[src/rtl/fc_pkg.sv]
// Shared types and defaults for the fully-connected layer control path.
package fc_pkg;

  localparam int DEFAULT_INPUT_SZ    = 4;
  localparam int DEFAULT_MAX_INPUTS  = 256;
  localparam int DEFAULT_MAX_OUTPUTS = 128;
  localparam int DEFAULT_SIZE        = DEFAULT_MAX_INPUTS;

  typedef enum logic [2:0] {
    IDLE,
    CLEAR,
    FETCH,
    LOAD_W,
    LOAD_V,
    ACC,
    WRITE,
    DONE
  } state_t;

  // ALU operand-register load select
  typedef enum logic [1:0] {
    LOAD_VALUES       = 2'd0,
    LOAD_BIAS_WEIGHTS = 2'd1,
    LOAD_UD           = 2'd2,
    LOAD_HOLD         = 2'd3
  } load_en_t;

  function automatic int ceil_div(input int num, input int den);
    return (num + den - 1) / den;
  endfunction

endpackage

[src/rtl/fc_loop_counter.sv]
// Up-counter with synchronous clear/increment and a flag for reaching the
// final index of a loop.
module fc_loop_counter #(
  parameter int W = 8
) (
  input  logic         clk,
  input  logic         rst,
  input  logic         clear,
  input  logic         incr,
  input  logic [W-1:0] limit,
  output logic [W-1:0] count,
  output logic         last
);

  // count register; clear wins over increment
  always_ff @(posedge clk or posedge rst) begin
    if (rst)        count <= '0;
    else if (clear) count <= '0;
    else if (incr)  count <= count + W'(1);
  end

  assign last = (count == limit);

endmodule

[src/rtl/alu_sequencer.sv]
// Sequences the MAC ALU through a full fully-connected layer pass:
// per neuron, clear, stream weight/value chunks, then hand off the result.
//
// state  | meaning
// IDLE   | waiting for start
// CLEAR  | clear accumulator, reset chunk index
// FETCH  | read weight and value memories for chunk c
// LOAD_W | load bias+weights into ALU (bias masked after chunk 0)
// LOAD_V | load activation values into ALU
// ACC    | accumulate chunk; loop or finish neuron
// WRITE  | present neuron result until out_ready
// DONE   | one-cycle completion pulse
module alu_sequencer
  import fc_pkg::*;
#(
  parameter int INPUT_SZ    = DEFAULT_INPUT_SZ,
  parameter int MAX_INPUTS  = DEFAULT_MAX_INPUTS,
  parameter int MAX_OUTPUTS = DEFAULT_MAX_OUTPUTS,
  parameter int CHUNK_W     = $clog2((MAX_INPUTS + INPUT_SZ - 1) / INPUT_SZ + 1),
  parameter int WADDR_W     = $clog2(MAX_OUTPUTS * ((MAX_INPUTS + INPUT_SZ - 1) / INPUT_SZ)),
  parameter int NI_W        = $clog2(MAX_INPUTS + 1),
  parameter int NO_W        = $clog2(MAX_OUTPUTS + 1),
  parameter int IDX_W       = $clog2(MAX_OUTPUTS)
) (
  input  logic               clk,
  input  logic               rst,
  input  logic               start,
  input  logic [NI_W-1:0]    num_inputs,
  input  logic [NO_W-1:0]    num_outputs,
  output logic               busy,
  output logic               done,
  output logic               w_rd,
  output logic [WADDR_W-1:0] w_addr,
  output logic               v_rd,
  output logic [CHUNK_W-1:0] v_addr,
  output logic [1:0]         alu_load_enable,
  output logic               alu_enable,
  output logic               alu_clear,
  output logic               bias_zero,
  output logic               out_valid,
  input  logic               out_ready,
  output logic [IDX_W-1:0]   out_idx
);

  state_t state, state_d;

  logic [CHUNK_W-1:0] chunks_new, chunks_q, c_lim_q, c_cnt;
  logic [IDX_W-1:0]   j_lim_q, j_cnt;
  logic [WADDR_W-1:0] w_base;
  logic               c_last, j_last, accept, handshake;

  logic               busy_d, done_d, rd_d, alu_enable_d, alu_clear_d;
  logic               bias_zero_d, out_valid_d;
  logic [1:0]         load_d;
  logic [WADDR_W-1:0] w_addr_d;
  logic [CHUNK_W-1:0] v_addr_d;
  logic [IDX_W-1:0]   out_idx_d;

  assign chunks_new = CHUNK_W'(ceil_div(int'(num_inputs), INPUT_SZ));
  assign accept     = (state == IDLE) && start && (num_inputs != '0) && (num_outputs != '0);
  assign handshake  = (state == WRITE) && out_ready;

  fc_loop_counter #(.W(CHUNK_W)) u_chunk_cnt (
    .clk   (clk),
    .rst   (rst),
    .clear (state == CLEAR),
    .incr  ((state == ACC) && !c_last),
    .limit (c_lim_q),
    .count (c_cnt),
    .last  (c_last)
  );

  fc_loop_counter #(.W(IDX_W)) u_neuron_cnt (
    .clk   (clk),
    .rst   (rst),
    .clear (accept),
    .incr  (handshake && !j_last),
    .limit (j_lim_q),
    .count (j_cnt),
    .last  (j_last)
  );

  // pass configuration and running weight base (j*chunks without a multiplier)
  always_ff @(posedge clk or posedge rst) begin
    if (rst) begin
      chunks_q <= '0;
      c_lim_q  <= '0;
      j_lim_q  <= '0;
      w_base   <= '0;
    end else if (accept) begin
      chunks_q <= chunks_new;
      c_lim_q  <= chunks_new - CHUNK_W'(1);
      j_lim_q  <= IDX_W'(num_outputs - NO_W'(1));
      w_base   <= '0;
    end else if (handshake && !j_last) begin
      w_base   <= w_base + WADDR_W'(chunks_q);
    end
  end

  // state register
  always_ff @(posedge clk or posedge rst) begin
    if (rst) state <= IDLE;
    else     state <= state_d;
  end

  // next state, plus the values the outputs take in that next state
  always_comb begin
    state_d      = state;
    w_addr_d     = w_addr;
    v_addr_d     = v_addr;
    out_idx_d    = out_idx;
    bias_zero_d  = 1'b0;

    unique case (state)
      IDLE: begin
        if (start) begin
          if ((num_inputs == '0) || (num_outputs == '0)) state_d = DONE;
          else                                           state_d = CLEAR;
        end
      end
      CLEAR: begin
        state_d  = FETCH;
        w_addr_d = w_base;
        v_addr_d = '0;
      end
      FETCH: begin
        state_d     = LOAD_W;
        bias_zero_d = (c_cnt != '0);
      end
      LOAD_W: state_d = LOAD_V;
      LOAD_V: state_d = ACC;
      ACC: begin
        if (c_last) begin
          state_d   = WRITE;
          out_idx_d = j_cnt;
        end else begin
          state_d  = FETCH;
          w_addr_d = w_addr + WADDR_W'(1);
          v_addr_d = c_cnt + CHUNK_W'(1);
        end
      end
      WRITE: begin
        if (out_ready) state_d = j_last ? DONE : CLEAR;
      end
      DONE:    state_d = IDLE;
      default: state_d = IDLE;
    endcase

    busy_d       = (state_d != IDLE) && (state_d != DONE);
    done_d       = (state_d == DONE);
    rd_d         = (state_d == FETCH);
    alu_clear_d  = (state_d == CLEAR);
    alu_enable_d = (state_d == ACC);
    out_valid_d  = (state_d == WRITE);
    if (state_d == LOAD_W)      load_d = LOAD_BIAS_WEIGHTS;
    else if (state_d == LOAD_V) load_d = LOAD_VALUES;
    else                        load_d = LOAD_HOLD;
  end

  // registered Moore outputs
  always_ff @(posedge clk or posedge rst) begin
    if (rst) begin
      busy            <= 1'b0;
      done            <= 1'b0;
      w_rd            <= 1'b0;
      v_rd            <= 1'b0;
      w_addr          <= '0;
      v_addr          <= '0;
      alu_load_enable <= LOAD_HOLD;
      alu_enable      <= 1'b0;
      alu_clear       <= 1'b0;
      bias_zero       <= 1'b0;
      out_valid       <= 1'b0;
      out_idx         <= '0;
    end else begin
      busy            <= busy_d;
      done            <= done_d;
      w_rd            <= rd_d;
      v_rd            <= rd_d;
      w_addr          <= w_addr_d;
      v_addr          <= v_addr_d;
      alu_load_enable <= load_d;
      alu_enable      <= alu_enable_d;
      alu_clear       <= alu_clear_d;
      bias_zero       <= bias_zero_d;
      out_valid       <= out_valid_d;
      out_idx         <= out_idx_d;
    end
  end

endmodule

[config.mk]
export PLATFORM = sky130hd
export DESIGN_NAME = alu_sequencer
export DESIGN_NICKNAME = d
export VERILOG_FILES = /design/src/rtl/fc_pkg.sv /design/src/rtl/fc_loop_counter.sv /design/src/rtl/alu_sequencer.sv
export SDC_FILE = /design/constraint.sdc
export NUM_CORES = 1
export LEC_CHECK = 0
export ABC_AREA = 1
export ABC_CLOCK_PERIOD_IN_PS = 3600
export CAP_MARGIN = 20
export CELL_PAD_IN_SITES_DETAIL_PLACEMENT = 0
export CELL_PAD_IN_SITES_GLOBAL_PLACEMENT = 1
export CORE_UTILIZATION = 42
export DETAILED_ROUTE_END_ITERATION = 6
export PLACE_DENSITY = 0.9
export SETUP_SLACK_MARGIN = 0.15
export SLEW_MARGIN = 20
export SYNTH_ARGS = -nofsm -noshare
export SYNTH_HDL_FRONTEND = slang
export SYNTH_SLANG_ARGS = --single-unit
export TNS_END_PERCENT = 50
[constraint.sdc]
create_clock -name clk -period 3.6 [get_ports clk]
set_input_delay 0.9 -clock clk [delete_from_list [all_inputs] [get_ports clk]]
set_output_delay 0.9 -clock clk [all_outputs]
set_load 0.02 [all_outputs]
Word-level counts from Yosys, hierarchy flattened
Index checks and enable logic that the tools add are counted.

word-level totals
  bits of input ports = 21
  output and inout bits = 37
  word-level logic and storage cells = 88
  bits in registers = 87

cells by class
  bitwise logic cells = 1
  reductions and logical operators = 23
  multiplexer cells = 19
  $add $sub $neg = 9
  equal/unequal tests = 18

operator list
  kind                                                 count
  2-to-1 mux 13 bit                                    3
  2-to-1 mux 7 bit                                     5
  one-hot mux 13 bit (2 select lines)                  1
  equality test 3 bit, second input constant           8
  one-hot mux 3 bit (8 select lines)                   1
  2-to-1 mux 3 bit                                     5
  adder 7 x 1 -> 7 bit, second input constant          2
  equality test 7 bit                                  2
  one-hot mux 7 bit (2 select lines)                   1
  subtractor 7 x 1 -> 7 bit, second input constant     2
  adder 13 x 1 -> 13 bit, second input constant        1
  adder 13 x 7 -> 13 bit                               1
  equality test 3 x 2 -> 1 bit, second input constant  4
  subtractor 10 x 1 -> 11 bit, second input constant   1
  adder 9 x 3 -> 10 bit, second input constant         1
  zero test 9 bit                                      1
  nonzero test 9 bit                                   1
  zero test 8 bit                                      1
  nonzero test 8 bit                                   1
  adder 7 x 1 -> 7 bit                                 1
  logical AND 1 bit                                    7
  nonzero test 7 bit                                   1
  equality test 3 x 1 -> 1 bit, second input constant  2
  nonzero test 2 bit                                   3
  11 further kinds                                     14

Depth between registers and ports, before layout
  depth in word-level cells = 8
  depth in mapped cells = 13
  mapped depth without buffers = 13

Hierarchy
Synthesis repeated with hierarchy kept, for this count alone.

second synthesis, totals
  cells, all modules = 655
  area, all modules = 5012.3 um2

modules (own cells, without submodules)
  module           sequential area each (um2)  times used  area each (um2)  cells an instance
  alu_sequencer    1829.3                      1           4008.8           493
  fc_loop_counter  175.2                       2           501.7            81

Worst setup path after synthesis
OpenSTA, ideal clock, no wires.

  path kind = input-to-reg
  start point = input port num_inputs[1]
  end point = register c_lim_q[6]
  slack = 1.312 ns
  arrival time = 2.171 ns
  cell stages on the path = 12
  required time = 3.483 ns
  buffers on the path = 0
  setup time = 0.117 ns
  cell sequence = nor2_2 inv_2 or2_1 nand2_1 ha_1 inv_1 nor2_1 nand3_1 nor2_1 nand2_1 nand3_1 nand2_1

between the ends
  longest elaborated chain between the ends = 6
  elaborated cells between the ends (all ways) = 9
  classes of those cells = 4 x add/sub; 1 x bitwise; 4 x reduce/logical

ends and longest elaborated chain
  item                            RTL line             source
  from (decl)                     alu_sequencer.sv:28  input logic [NI_W-1:0] num_inputs,
  adder 9 x 3 -> 10 bit           fc_pkg.sv:29         return (num + den - 1) / den;
  subtractor 10 x 1 -> 11 bit     fc_pkg.sv:29
  OR reduction 2 bit (no line)    n/a
  bitwise AND 1 bit (no line)     n/a
  adder 7 x 1 -> 7 bit (no line)  n/a
  subtractor 7 x 1 -> 7 bit       alu_sequencer.sv:92  c_lim_q <= chunks_new - CHUNK_W'(1);
  to (signal assigned)            alu_sequencer.sv:92
  to (decl)                       alu_sequencer.sv:47  logic [CHUNK_W-1:0] chunks_new, chunks_q, c_lim_q, c_cnt;

Several ways; a longest one is shown, not always the timed one.
A chain may end at the register's enable or synchronous reset.

Worst setup path after layout
Ends and elaborated chain as after synthesis.

==> impl_metrics.prom <==
# TYPE chip_impl_metric gauge
chip_impl_metric{name="portBuffers",unit=""} 57
chip_impl_metric{name="power_density",unit="nW/um2"} 717
chip_impl_metric{name="drc",unit=""} 3
chip_impl_info{name="synth_top_cells_by_count",value="192 x sky130_fd_sc_hd__nand2_1, 85 x sky130_fd_sc_hd__dfrtp_1, 72 x sky130_fd_sc_hd__inv_1, 47 x sky130_fd_sc_hd__o21ai_0, 43 x sky130_fd_sc_hd__nor2_1"} 1
chip_impl_metric{name="antenna_cells",unit=""} 0
chip_impl_info{name="synth-main-ff-cell",value="sky130_fd_sc_hd__dfrtp_1"} 1
chip_impl_metric{name="register_share_of_total_power",unit="%"} 35.5
chip_impl_info{name="endpoint",value="c_lim_q[6]"} 1
chip_impl_metric{name="cts-htree-levels",unit=""} 3
chip_impl_metric{name="detailedRoute.firstIterationViolations",unit=""} 308
chip_impl_metric{name="critical_path.max_fanout",unit=""} 6
chip_impl_metric{name="finClkSkew",unit="ns"} 0.00681
chip_impl_metric{name="grt_antenna_before_repair",unit=""} 0
chip_impl_metric{name="cts-hold-fix-buffers",unit=""} 0
chip_impl_metric{name="critical_path_required",unit="ns"} 3.84
chip_impl_info{name="post_synth_main_area_contributors",value="sky130_fd_sc_hd__dfrtp_1 42%, sky130_fd_sc_hd__nand2_1 14%, sky130_fd_sc_hd__inv_1 5.3%"} 1
chip_impl_metric{name="grt_pass1_wl",unit="mm"} 19.7
chip_impl_metric{name="cellInternalPower",unit="mW"} 2.56
chip_impl_metric{name="numClockSinks",unit=""} 87
chip_impl_info{name="clock_tree.root_cell",value="sky130_fd_sc_hd__clkbuf_16"} 1
chip_impl_metric{name="floorplan.initialDensity",unit="%"} 43.7
chip_impl_metric{name="routabilityCongestion",unit=""} 0.924
chip_impl_metric{name="postSynthCellCount",unit=""} 650
chip_impl_metric{name="seq_area_frac_synth",unit="%"} 43.0
chip_impl_info{name="regToRegEndpoint",value="w_base[6]"} 1
chip_impl_metric{name="boundaryPins",unit=""} 58
chip_impl_metric{name="worst_ir_drop_vdd",unit="V"} 0.000279
chip_impl_metric{name="hpwl",unit="mm"} 8.59
chip_impl_info{name="cts_tree",value="yes"} 1
chip_impl_metric{name="track_usage",unit="%"} 19.9
chip_impl_metric{name="total_number_of_placement_rows",unit=""} 39
chip_impl_info{name="grt_setup_unrepaired",value="false"} 1
chip_impl_metric{name="cts.clk_slew.worst_paths",unit="ns"} 0.06
chip_impl_metric{name="worst_skew_pair.late_latency",unit="ns"} 0.35
chip_impl_info{name="post-synth-top-area-cell",value="sky130_fd_sc_hd__dfrtp_1"} 1
chip_impl_metric{name="post_drt_via_cell_ratio",unit=""} 5.09
chip_impl_metric{name="die_x",unit="um"} 112
chip_impl_metric{name="first_global_vias",unit=""} 4187
chip_impl_metric{name="power.switching",unit="mW"} 1.77
chip_impl_metric{name="detail_route.wirelength",unit="mm"} 11.6
chip_impl_metric{name="switching_portion_of_total_power",unit="%"} 40.8
chip_impl_metric{name="slew_headroom",unit="%"} 48.0
chip_impl_metric{name="fp.coreArea",unit="um2"} 11600
chip_impl_metric{name="final.period_utilization",unit="%"} 71.6
chip_impl_info{name="timing.critical_path.from",value="num_inputs[1]"} 1
chip_impl_metric{name="synth.cell_area",unit="um2"} 5070
chip_impl_metric{name="drt_first_pass_iters",unit=""} 7
chip_impl_info{name="worst_r2r_startpoint",value="chunks_q[0]"} 1
chip_impl_metric{name="synth.avg_cell_area",unit="um2"} 7.80
chip_impl_info{name="setup.worst_path.end_class",value="flip-flop"} 1
chip_impl_metric{name="fp.dieArea",unit="um2"} 12500
chip_impl_metric{name="drive_above_1_share",unit="%"} 9.30
chip_impl_metric{name="period_minus_slack",unit="ns"} 2.58
chip_impl_info{name="status",value="finished with violations"} 1
chip_impl_metric{name="pwr-share-clk",unit="%"} 23.4
chip_impl_metric{name="ys_ff_latch",unit=""} 87
chip_impl_info{name="worst_min_path_class",value="flip-flop to flip-flop"} 1
chip_impl_info{name="setup.worst_path.start_class",value="input pin"} 1
chip_impl_metric{name="num-nets-final",unit=""} 741
chip_impl_metric{name="timing.final.max_slew_violations",unit=""} 0
chip_impl_metric{name="r2r.worst_path.cells",unit=""} 7
chip_impl_metric{name="final-setup-viol-count",unit=""} 0
chip_impl_metric{name="wl_per_instance",unit="um"} 13.6
chip_impl_metric{name="clock_tree.buffer_depth",unit=""} 2
chip_impl_metric{name="finalSetupTns",unit="ns"} 0
chip_impl_metric{name="cts.repair_timing.setup_buffer_count",unit=""} 0
chip_impl_metric{name="timing.final.hold_violations",unit=""} 0
chip_impl_metric{name="finalWorstSetupSlack",unit="ns"} 1.02
chip_impl_metric{name="ys.warnings.count",unit=""} 0
chip_impl_metric{name="filler_cell_count",unit=""} 1114
chip_impl_metric{name="cp_data_arrival_time",unit="ns"} 2.82
chip_impl_metric{name="areaGrowthSynthToFinish",unit="%"} 19.1
chip_impl_metric{name="dieHeight",unit="um"} 112
chip_impl_info{name="most_numerous_cell_in_the_yosys_netlist",value="sky130_fd_sc_hd__nand2_1"} 1
chip_impl_metric{name="grt_overflow",unit=""} 0
chip_impl_metric{name="preCtsSetupSlack",unit="ns"} 0.680
chip_impl_metric{name="pin_count_of_the_biggest_net_entering_global_routing",unit=""} 46
chip_impl_metric{name="tightestPinTransition",unit="ns"} 0.780
chip_impl_metric{name="cts_resized",unit=""} 0
chip_impl_metric{name="max_freq",unit="MHz"} 388
chip_impl_metric{name="power.share.combinational",unit="%"} 41.1
chip_impl_metric{name="detailroute.via_count",unit=""} 4346
chip_impl_info{name="critical_setup_path_class",value="input pin to flip-flop"} 1
chip_impl_metric{name="maxCapViolations",unit=""} 0
chip_impl_metric{name="power_leakage",unit="nW"} 2.89
chip_impl_metric{name="syn_nets",unit=""} 686
chip_impl_metric{name="postRouteAntennaNets",unit=""} 0
chip_impl_metric{name="synth_enable_flop_cells",unit=""} 0
chip_impl_info{name="failed_checks",value="design-rule violations"} 1
chip_impl_metric{name="synthDistinctLibCells",unit=""} 43
chip_impl_metric{name="register_to_register_path_setup_slack",unit="ns"} 1.57
chip_impl_metric{name="proportion_of_register_bits_with_asynchronous_set_or_reset_after_synthesis",unit="%"} 100
chip_impl_metric{name="synth_top_area_share",unit="%"} 41.9
chip_impl_metric{name="numCtsBuffers",unit=""} 9
-- final cells by class --
| class | count | area, um2 | share of cell area, % |
|---|---|---|---|
| multi-input cells | 465 | 2440 | 40.5 |
| flip-flops and latches | 87 | 2180 | 36.1 |
| repair buffers | 59 | 598 | 9.90 |
| inverters | 83 | 320 | 5.30 |
| clock buffers | 9 | 225 | 3.73 |
| well taps | 143 | 179 | 2.96 |
| clock inverters | 7 | 95.1 | 1.57 |
-- per-layer routing --
metal | wire length, um | up-vias | global-route usage, %
met5 | 0 | - | 0
met4 | 206 | 0 | 7.66
met3 | 475 | 16 | 3.27
met2 | 5450 | 94 | 33.7
met1 | 5450 | 2025 | 25.5
li1 | - | 2211 | -
-- registers in the layout, indices dropped and copies added, names as in the netlist, 7 cells and up --
signal              flops
w_addr                 13
w_base                 13
c_lim_q                 7
chunks_q                7
j_lim_q                 7
out_idx                 7
u_chunk_cnt.count       7
u_neuron_cnt.count      7
v_addr                  7
-- critical path, stage by stage --
cell                              delay, ns
sky130_fd_sc_hd__clkdlybuf4s50_1       0.41
sky130_fd_sc_hd__nor2_2                0.14
sky130_fd_sc_hd__inv_2                 0.07
sky130_fd_sc_hd__or2_1                 0.24
sky130_fd_sc_hd__nand2_1               0.13
sky130_fd_sc_hd__ha_1                  0.18
sky130_fd_sc_hd__inv_1                 0.04
sky130_fd_sc_hd__nor2_1                0.22
sky130_fd_sc_hd__nand3_1               0.16
sky130_fd_sc_hd__nor2_1                0.12
sky130_fd_sc_hd__nand2_1               0.06
sky130_fd_sc_hd__nand3_1               0.09
sky130_fd_sc_hd__nand2_1               0.05
-- cell families after synthesis --
| group | after synthesis | synth area share (%) |
|---|---|---|
| buf+inv | 98 | 8.81 |
| compound gates | 103 | 12.0 |
| flops | 87 | 43.0 |
| simple gates | 323 | 28.3 |
| fa+ha+maj | 15 | 3.85 |
| xor+xnor | 24 | 4.15 |
-- cells in the final DEF, fill, tap and decap left out, types with 9 or more instances in the layout --
master / synthesis / final
sky130_fd_sc_hd__inv_1: 72 / 71
sky130_fd_sc_hd__nand3_1: 40 / 40
sky130_fd_sc_hd__nor3_1: 10 / 10
sky130_fd_sc_hd__o21ai_0: 47 / 47
sky130_fd_sc_hd__clkbuf_16: 0 / 9
sky130_fd_sc_hd__dfrtp_1: 85 / 85
sky130_fd_sc_hd__nor2_1: 43 / 43
sky130_fd_sc_hd__o21ai_1: 15 / 15
sky130_fd_sc_hd__o21ai_2: 14 / 14
sky130_fd_sc_hd__clkdlybuf4s50_1: 0 / 57
sky130_fd_sc_hd__nand4_1: 15 / 15
sky130_fd_sc_hd__xor2_1: 13 / 13
sky130_fd_sc_hd__nand2_1: 192 / 192
sky130_fd_sc_hd__xnor2_1: 11 / 11
sky130_fd_sc_hd__a21oi_1: 14 / 14
sky130_fd_sc_hd__ha_1: 14 / 14
-- power by group through the flow --
stage	Combinational (mW)	Clock (mW)	Sequential, mW
global placement	1.73	0	1.54
detailed placement	1.77	0	1.55
finish	1.78	1.01	1.54
floorplan	1.23	0	1.60
CTS	1.79	1.03	1.54
global route	2.00	1.07	1.58
-- how the worst min path moves through the flow --
stage / from / end / slack, ns / cells past startpoint
floorplan: chunks_q[0] / chunks_q[0] / 0.46 / 2
global placement: v_addr[3] / v_addr[3] / 0.46 / 2
detailed placement: v_addr[2] / v_addr[2] / 0.47 / 2
CTS: v_addr[4] / v_addr[4] / 0.48 / 2
global route: v_addr[5] / v_addr[5] / 0.51 / 2
finish: v_addr[4] / v_addr[4] / 0.48 / 2
-- per-stage QoR --
| step | cell area (um2) | total power, mW | std cells | hold WS (ns) | util, % |
|---|---|---|---|---|---|
| 2_1_floorplan | 5070 | 2.82 | 650 | 0.455 | - |
| 3_3_place_gp | 5720 | 3.26 | 837 | 0.459 | 49.3 |
| 3_5_place_dp | 5720 | 3.32 | 837 | 0.467 | 49.3 |
| 4_1_cts | 6040 | 4.35 | 853 | 0.483 | 52.0 |
| 5_1_grt | 6040 | 4.65 | 853 | 0.512 | 52.0 |
| 6_report | 6040 | 4.33 | 853 | 0.477 | 52.0 |
Power figures use the tool's default switching activity.
